`config.mk`:
```
export PLATFORM = sky130hd
export DESIGN_NAME = seq_div_16bit
export DESIGN_NICKNAME = d
export VERILOG_FILES = /design/src/rtl/div_pkg.sv /design/src/rtl/rcas_16bit.sv /design/src/rtl/seq_div_16bit.sv
export SDC_FILE = /design/constraint.sdc
export NUM_CORES = 1
export LEC_CHECK = 0
export CAP_MARGIN = 20
export CORE_MARGIN = 5
export CORE_UTILIZATION = 59
export CTS_BUF_LIST = sky130_fd_sc_hd__clkbuf_8
export DETAILED_ROUTE_END_ITERATION = 12
export DONT_BUFFER_PORTS = 1
export PLACE_DENSITY = 0.87
export SLEW_MARGIN = 20
export SYNTH_ARGS = -nofsm -noshare
export SYNTH_HDL_FRONTEND = slang
export SYNTH_SLANG_ARGS = --single-unit
```
`constraint.sdc`:
```
create_clock -name clk -period 6.24 [get_ports clk]
set_input_delay 0.936 -clock clk [delete_from_list [all_inputs] [get_ports clk]]
set_output_delay 0.936 -clock clk [all_outputs]
set_load 0.01 [all_outputs]
```
`src/rtl/div_pkg.sv`:
```
// Shared constants and state encoding for the sequential restoring divider.
package div_pkg;
    localparam int          DIV_WIDTH     = 16;
    localparam logic [15:0] DIV_ZERO_QUOT = 16'hFFFF;

    typedef enum logic [1:0] {
        ST_IDLE = 2'd0,
        ST_CALC = 2'd1,
        ST_DONE = 2'd2
    } div_state_e;
endpackage

```
`src/rtl/rcas_16bit.sv`:
```
// 16-bit ripple-carry adder/subtractor; sel=1 computes a-b with c_out=1 when a>=b.
module rcas_16bit
    import div_pkg::*;
(
    input  logic [DIV_WIDTH-1:0] a,
    input  logic [DIV_WIDTH-1:0] b,
    input  logic                 sel,
    output logic [DIV_WIDTH-1:0] result,
    output logic                 c_out
);
    logic [DIV_WIDTH:0]   c;
    logic [DIV_WIDTH-1:0] bx;

    assign bx   = b ^ {DIV_WIDTH{sel}};
    assign c[0] = sel;

    for (genvar i = 0; i < DIV_WIDTH; i++) begin : g_fa
        assign result[i] = a[i] ^ bx[i] ^ c[i];
        assign c[i+1]    = (a[i] & bx[i]) | (c[i] & (a[i] ^ bx[i]));
    end

    assign c_out = c[DIV_WIDTH];
endmodule

```
`src/rtl/seq_div_16bit.sv`:
```
// Multi-cycle unsigned restoring divider: one quotient bit per cycle through a
// shared subtractor, start/busy/done handshake, results held until the next start.
module seq_div_16bit
    import div_pkg::*;
#(
    parameter int WIDTH = DIV_WIDTH
) (
    input  logic             clk,
    input  logic             rst,
    input  logic             start,
    input  logic [WIDTH-1:0] dividend,
    input  logic [WIDTH-1:0] divisor,
    output logic             busy,
    output logic             done,
    output logic [WIDTH-1:0] quotient,
    output logic [WIDTH-1:0] remainder,
    output logic             div_by_zero
);
    localparam int CW = $clog2(WIDTH) + 1;

    div_state_e       state_q;
    logic [WIDTH-1:0] a_q, q_q, d_q;
    logic [CW-1:0]    count_q;
    logic             busy_q, done_q, dbz_q;
    logic [WIDTH-1:0] quot_q, rem_q;

    logic [WIDTH:0]   s_d;
    logic [WIDTH-1:0] diff;
    logic             c_out;
    logic             ok;
    logic [WIDTH-1:0] a_d, q_d;

    // S[16] set means the shifted remainder already exceeds any 16-bit divisor.
    assign s_d = {a_q, q_q[WIDTH-1]};
    assign ok  = s_d[WIDTH] | c_out;
    assign a_d = ok ? diff : s_d[WIDTH-1:0];
    assign q_d = {q_q[WIDTH-2:0], ok};

    rcas_16bit u_rcas (
        .a      (s_d[WIDTH-1:0]),
        .b      (d_q),
        .sel    (1'b1),
        .result (diff),
        .c_out  (c_out)
    );

    always_ff @(posedge clk or posedge rst) begin
        if (rst) begin
            state_q <= ST_IDLE;
            a_q     <= '0;
            q_q     <= '0;
            d_q     <= '0;
            count_q <= '0;
            busy_q  <= 1'b0;
            done_q  <= 1'b0;
            dbz_q   <= 1'b0;
            quot_q  <= '0;
            rem_q   <= '0;
        end else begin
            done_q <= 1'b0;
            case (state_q)
                ST_IDLE, ST_DONE: begin
                    if (start) begin
                        if (divisor == '0) begin
                            quot_q  <= DIV_ZERO_QUOT;
                            rem_q   <= dividend;
                            dbz_q   <= 1'b1;
                            done_q  <= 1'b1;
                            state_q <= ST_DONE;
                        end else begin
                            a_q     <= '0;
                            q_q     <= dividend;
                            d_q     <= divisor;
                            count_q <= CW'(WIDTH);
                            dbz_q   <= 1'b0;
                            busy_q  <= 1'b1;
                            state_q <= ST_CALC;
                        end
                    end else begin
                        state_q <= ST_IDLE;
                    end
                end
                ST_CALC: begin
                    a_q     <= a_d;
                    q_q     <= q_d;
                    count_q <= count_q - 1'b1;
                    if (count_q == CW'(1)) begin
                        quot_q  <= q_d;
                        rem_q   <= a_d;
                        busy_q  <= 1'b0;
                        done_q  <= 1'b1;
                        state_q <= ST_DONE;
                    end
                end
                default: state_q <= ST_IDLE;
            endcase
        end
    end

    assign busy        = busy_q;
    assign done        = done_q;
    assign quotient    = quot_q;
    assign remainder   = rem_q;
    assign div_by_zero = dbz_q;
endmodule

```
After elaboration in Yosys (flattened, before gate mapping)
Cells that the tools add are included.
{"block": "classes", "n_eq_ne": 7, "bitwise_logic": 82, "mux": 30, "n_addsub": 1, "reduce_logical": 9}
{"op": "16-bit 2-to-1 mux", "n": 11}
{"op": "16-bit case mux with 2 select lines", "n": 4}
{"op": "1-bit bitwise AND", "n": 31}
{"op": "1-bit bitwise XOR", "n": 31}
{"op": "1-bit bitwise OR", "n": 17}
{"op": "16-bit logical NOT", "n": 1}
{"op": "16-bit inverter", "n": 1}
{"op": "5-bit 2-to-1 mux", "n": 2}
{"op": "5-bit case mux with 2 select lines", "n": 1}
{"op": "2-bit inequality test (second input constant)", "n": 4}
{"op": "4-bit AND reduction", "n": 2}
{"op": "1-bit 2-to-1 mux", "n": 6}
{"op": "2-bit 2-to-1 mux", "n": 3}
{"op": "3-bit AND reduction", "n": 2}
{"op": "5-bit by 1-bit == test with 1-bit output (second input constant)", "n": 1}
{"op": "5-bit by 1-bit subtractor with 5-bit output (second input constant)", "n": 1}
{"op": "1-bit case mux with 2 select lines", "n": 2}
{"op": "2-bit case mux with 2 select lines", "n": 1}
{"op": "2-bit by 1-bit == test with 1-bit output (second input constant)", "n": 1}
{"op": "2-bit == test (second input constant)", "n": 1}
{"op": "2-bit logical NOT", "n": 1}
{"op": "1-bit inverter", "n": 2}
{"op": "2-bit AND reduction", "n": 1}
{"op": "2-bit nonzero test", "n": 1}
{"op": "2-bit OR reduction", "n": 1}
{"block": "word_totals", "inputBits": 35, "wordCells": 139, "ff_bits": 90}

Logic depth before layout (Yosys ltp)
{"block": "logic_depth", "depth_word": 37, "mapped_depth": 25, "depth_no_buf": 23}

Modules after synthesis
Synthesis repeated with hierarchy kept, for this count alone.
{"block": "unflattened", "cells_unflattened": 382, "hier_area_um2": 4683.2}
{"module": "seq_div_16bit", "cells_each": 320, "area_each_um2": 4095.2, "seq_area_each_um2": 2252.2, "instances": 1}
{"module": "rcas_16bit", "cells_each": 62, "area_each_um2": 588.1, "seq_area_each_um2": 0.0, "instances": 1}

Least setup slack after synthesis
Ideal clock, no wire load.
{"block": "synth_timing", "path_type": "register -> register", "from": "register q_q[15]", "to": "register rem_q[1] (netlist: remainder[1])", "t_arrival_ns": 6.419, "path_buffers": 2, "path_stages_with_launch": 26, "t_required_ns": 6.115, "path_slack_ns": -0.304, "path_cell_list": "dfrtp_1 > inv_1 > ha_1 > inv_1 > fa_1 > fa_1 > fa_1 > fa_1 > fa_1 > fa_1 > fa_1 > fa_1 > fa_1 > fa_1 > fa_1 > inv_1 > fa_1 > fa_1 > fa_1 > fa_1 > nand2b_1 > buf_2 > buf_4 > mux2i_1 > o21ai_0 > mux2_4"}
{"block": "synth_via", "elab_chain_cells": 36}
{"element": "start, declared", "line": "seq_div_16bit.sv:22", "text": "logic [WIDTH-1:0] a_q, q_q, d_q;"}
{"element": "start signal, assigned", "line": "seq_div_16bit.sv:72", "text": "q_q <= dividend;"}
{"element": "start signal, assigned", "line": "seq_div_16bit.sv:85", "text": "q_q <= q_d;"}
{"element": "1-bit bitwise AND / 1-bit bitwise XOR (equally long branches)", "line": "rcas_16bit.sv:19", "text": "assign c[i+1] = (a[i] & bx[i]) | (c[i] & (a[i] ^ bx[i]));"}
{"element": "1-bit bitwise OR (*)", "line": "rcas_16bit.sv:19"}
{"element": "1-bit bitwise AND", "line": "rcas_16bit.sv:19"}
{"element": "1-bit bitwise OR", "line": "rcas_16bit.sv:19"}
{"element": "1-bit bitwise AND", "line": "rcas_16bit.sv:19"}
{"element": "1-bit bitwise OR", "line": "rcas_16bit.sv:19"}
{"element": "1-bit bitwise AND", "line": "rcas_16bit.sv:19"}
{"element": "1-bit bitwise OR", "line": "rcas_16bit.sv:19"}
{"element": "(+20 left out)"}
{"element": "1-bit bitwise AND", "line": "rcas_16bit.sv:19"}
{"element": "1-bit bitwise OR", "line": "rcas_16bit.sv:19"}
{"element": "1-bit bitwise AND", "line": "rcas_16bit.sv:19"}
{"element": "1-bit bitwise OR", "line": "rcas_16bit.sv:19"}
{"element": "1-bit bitwise OR", "line": "seq_div_16bit.sv:35", "text": "assign ok = s_d[WIDTH] | c_out;"}
{"element": "16-bit 2-to-1 mux (*)", "line": "seq_div_16bit.sv:36", "text": "assign a_d = ok ? diff : s_d[WIDTH-1:0];"}
{"element": "16-bit 2-to-1 mux (*)", "line": "seq_div_16bit.sv:87", "text": "if (count_q == CW'(1)) begin"}
{"element": "16-bit case mux with 2 select lines (*)", "line": "seq_div_16bit.sv:61", "text": "case (state_q)"}
{"element": "end signal, assigned", "line": "seq_div_16bit.sv:66", "text": "rem_q <= dividend;"}
{"element": "end, declared", "line": "seq_div_16bit.sv:25", "text": "logic [WIDTH-1:0] quot_q, rem_q;"}
Every way passes the cells marked *; elsewhere a longest branch is shown, timed or not. The select of a mux whose other input is x is not followed.
A chain may end at the register's enable or synchronous reset.

Worst setup path in the final report
{"block": "layout_timing", "from": "register q_q[15]", "to": "register rem_q[9] (netlist: remainder[9])"}
{"block": "layout_via", "elab_chain_cells": 36}
{"element": "1-bit bitwise AND / 1-bit bitwise XOR (equally long branches)", "line": "rcas_16bit.sv:19"}
{"element": "1-bit bitwise OR (*)", "line": "rcas_16bit.sv:19"}
{"element": "1-bit bitwise AND (*)", "line": "rcas_16bit.sv:19"}
{"element": "1-bit bitwise OR (*)", "line": "rcas_16bit.sv:19"}
{"element": "1-bit bitwise AND (*)", "line": "rcas_16bit.sv:19"}
{"element": "1-bit bitwise OR (*)", "line": "rcas_16bit.sv:19"}
{"element": "1-bit bitwise AND (*)", "line": "rcas_16bit.sv:19"}
{"element": "1-bit bitwise OR (*)", "line": "rcas_16bit.sv:19"}
{"element": "(+20 left out)"}
{"element": "1-bit bitwise AND", "line": "rcas_16bit.sv:19"}
{"element": "1-bit bitwise OR", "line": "rcas_16bit.sv:19"}
{"element": "1-bit bitwise AND", "line": "rcas_16bit.sv:19"}
{"element": "1-bit bitwise OR", "line": "rcas_16bit.sv:19"}
{"element": "1-bit bitwise OR", "line": "seq_div_16bit.sv:35"}
{"element": "16-bit 2-to-1 mux (*)", "line": "seq_div_16bit.sv:36"}
{"element": "16-bit 2-to-1 mux (*)", "line": "seq_div_16bit.sv:87"}
{"element": "16-bit case mux with 2 select lines (*)", "line": "seq_div_16bit.sv:61"}
Marks and branches as above.

==> flow_summary.ini <==
[outcome]
status = finished, violations left
violations = setup timing

[worst_hold_path]
hold_class = reg2reg

[synthesis]
netlist_instances = 385
synth.largest_area_cell = dfrtp_1
yosysMostFrequentCell = dfrtp_1
ys.flop_type = dfrtp_1
postSynthAreaPerCell_um2 = 11.2
synth_area_leaders = dfrtp_1, fa_1, o21ai_0
synth_nets = 438
netlist.area_leader.share_pct = 52.2
synth_cell_types = 37
ys_warn_count = 0
synthArstFlopShare_pct = 100
synth_edf_count = 0
ys_top_cells_by_count = dfrtp_1, nand2_1, o21ai_0, inv_1, a21oi_1
syn_area_um2 = 4310
ys_seq_area_share_pct = 52.2
ys_ff_latch = 90

[place]
gp_congestion = 0.850
dp_hpwl_um = 6350
dpl_cell_area_um2 = 4440
io_buffers = 0
place_ws_ps = -216

[route]
top_layer_used = met4
met2_length_um = 4740
wire_per_inst_um = 20.2
vias = 3002
drtPass1Iterations = 5
drtIter0Drc = 313
viasPerCell = 6.05
wl_um = 10000
postRouteAntennaNets = 0
drc_errors = 0
met1_length_um = 4120
met3_length_um = 768

[sta]
fin_tns_setup_ps = -505
worst_pin_slew_ps = 837
rsz0062_at_grt = yes
finalHoldViolations = 0
finClkSkew_ps = 14.5
setup_viol = 16
fin_crit_ps = 6330
finalCritPeriodShare_pct = 101
final_max_slew_viol_count = 0
timing.final.ws_setup_ps = -85.9
relSlewSlack_pct = 44.1
max_freq_ghz = 0.158

[power]
leakage_nw = 2.09
ir_drop_uv = 248
combPwrFrac_pct = 54.1
p_int_mw = 1.97
switchingPower_mw = 1.44
seqPwrFrac_pct = 34.3
p_total_mw = 3.41
clkPwrFrac_pct = 11.6
sw_frac_of_total_pct = 42.2
power_density_nw_per_um2 = 695

[floorplanning]
fp.coreArea_um2 = 7180
die_w_um = 95.5
initial_core_util_pct = 60.1
num_rows = 31
ios = 70
dieHeight_um = 95.5
die_area_um2 = 9120

[clock_network]
holdBufCountCts = 0
htreeDepth = 3
clkLatencyLatePin_ps = 380
tritoncts = built
clkTransAtPathRegs_ps = 100
cts.sinks = 90
cts_buffers = 9
cts_root_buf = clkbuf_8
cts_max_path_buffers = 2

[global_route]
antenna_found_initial = 0
grt_pass1_wl_um = 15300
first_global_vias = 3053
grt_max_degree = 91
grtUsageTotal_pct = 22.1
grt-ovfl-total = 0

[setup_path]
arrival_ps = 6590
worstPathMaxFanout = 4
startpoint_type = flip-flop
cp-end-kind = flip-flop
path_class = reg2reg
worstPathRequired_ps = 6510

[cells_and_area]
nets = 445
fin_area_um2 = 4920
fin_util_pct = 68.5
antenna_cells = 0
area_growth_pct = 14.0
layout-drive-gt1-share_pct = 23.9

[flow_run]
maxCapViolations = 0
==> kinds of logic (layout without fill, tap and decap cells) <==
kind of cell | count (synthesis) | after routing | synth area share (%)
simple gates | 84 | 84 | 10.9
compound gates | 104 | 104 | 14.9
flops | 90 | 90 | 52.2
mux | 28 | 28 | 7.66
buf+inv | 61 | 73 | 6.47
fa+ha+maj | 18 | 18 | 7.84
==> layout make-up <==
class / count / area, um^2
fillers: 490 / 2260
flip-flops and latches: 90 / 2250
multi-input cells: 234 / 1980
repair buffers: 19 / 216
inverters: 38 / 144
clock buffers: 9 / 124
well taps: 99 / 124
clock inverters: 7 / 72.6
==> power groups by stage <==
stage          registers (mW)  clock network (mW)  logic (mW)
2_1_floorplan            1.09                   0       0.992
3_3_place_gp             1.15                   0        1.26
3_5_place_dp             1.16                   0        1.36
4_1_cts                  1.16               0.396        1.51
5_1_grt                  1.21               0.424        2.02
6_report                 1.17               0.394        1.85
==> layout by cell type (no fill, tap or decap), types with 2 or more instances in the layout <==
master / n
o21ai_1: 7
dfrtp_1: 90
mux2_4: 10
mux2i_1: 6
nand3_1: 16
o21ai_0: 32
o22ai_1: 13
nor3b_1: 3
clkbuf_8: 9
ha_1: 2
inv_1: 34
nand2_1: 42
nor4_4: 4
nor3_1: 2
inv_6: 2
a21oi_1: 21
inv_8: 2
inv_2: 3
a21o_1: 4
a211oi_2: 3
nor2_1: 5
buf_4: 14
mux2_2: 3
fa_2: 15
o22a_1: 15
mux2i_4: 8
nor2b_1: 2
buf_16: 2
a211oi_1: 2
==> worst paths after layout <==
| kind | startpoint | to | slack (ps) | depth (start not counted) |
|---|---|---|---|---|
| setup reg to reg | q_q[15] | remainder[9] | -90 | 24 |
| min in group asynchronous | rst | quotient[8] | 660 | 2 |
| max in group asynchronous | rst | d_q[11] | 5060 | 2 |
| hold / removal | count_q[4] | count_q[4] | 510 | 1 |
| hold reg to reg | count_q[4] | count_q[4] | 510 | 1 |
| setup / recovery | q_q[15] | remainder[9] | -90 | 24 |
==> state kept, by name (all words and copies together), names as in the netlist <==
register and count:
remainder 16, state_q 2, div_by_zero 1, done 1
busy 1, count_q 5, a_q 16, d_q 16
q_q 16, quotient 16
==> critical path, stage by stage, from the launching register on <==
cell,delay [ps]
dfrtp_1,400
inv_2,80
ha_4,130
inv_2,30
fa_2,330
fa_2,340
fa_2,350
fa_2,360
fa_2,340
fa_2,340
fa_2,360
fa_2,350
fa_2,350
fa_2,350
fa_2,340
inv_2,60
fa_2,190
fa_2,200
fa_2,190
fa_2,230
nand2b_4,100
clkbuf_16,180
mux2i_1,190
o21ai_1,100
mux2_2,310
==> stage by stage <==
stage / std cells / hold slack, ps
after CTS: 491 / 509
after global placement: 473 / 480
after floorplan: 385 / 450
after detailed placement: 473 / 497
final: 496 / 510
after global routing: 496 / 538
==> per-layer routing <==
layer  vias to the layer above  GRT usage, %
li1                       1353             -
met1                      1494          29.2
met2                       126          35.0
met3                        29          5.68
met4                         0          8.41
met5                         -             0
==> what timing repair did <==
| action | in CTS | in global routing |
|---|---|---|
| buffers inserted | 1 | 3 |
| resized for setup | 19 | 25 |
| pin swaps | 1 | 1 |
| setup endpoints to repair | 24 | 27 |
| cloned | 1 | 1 |
Note: power is estimated with default switching activity, not from simulation.
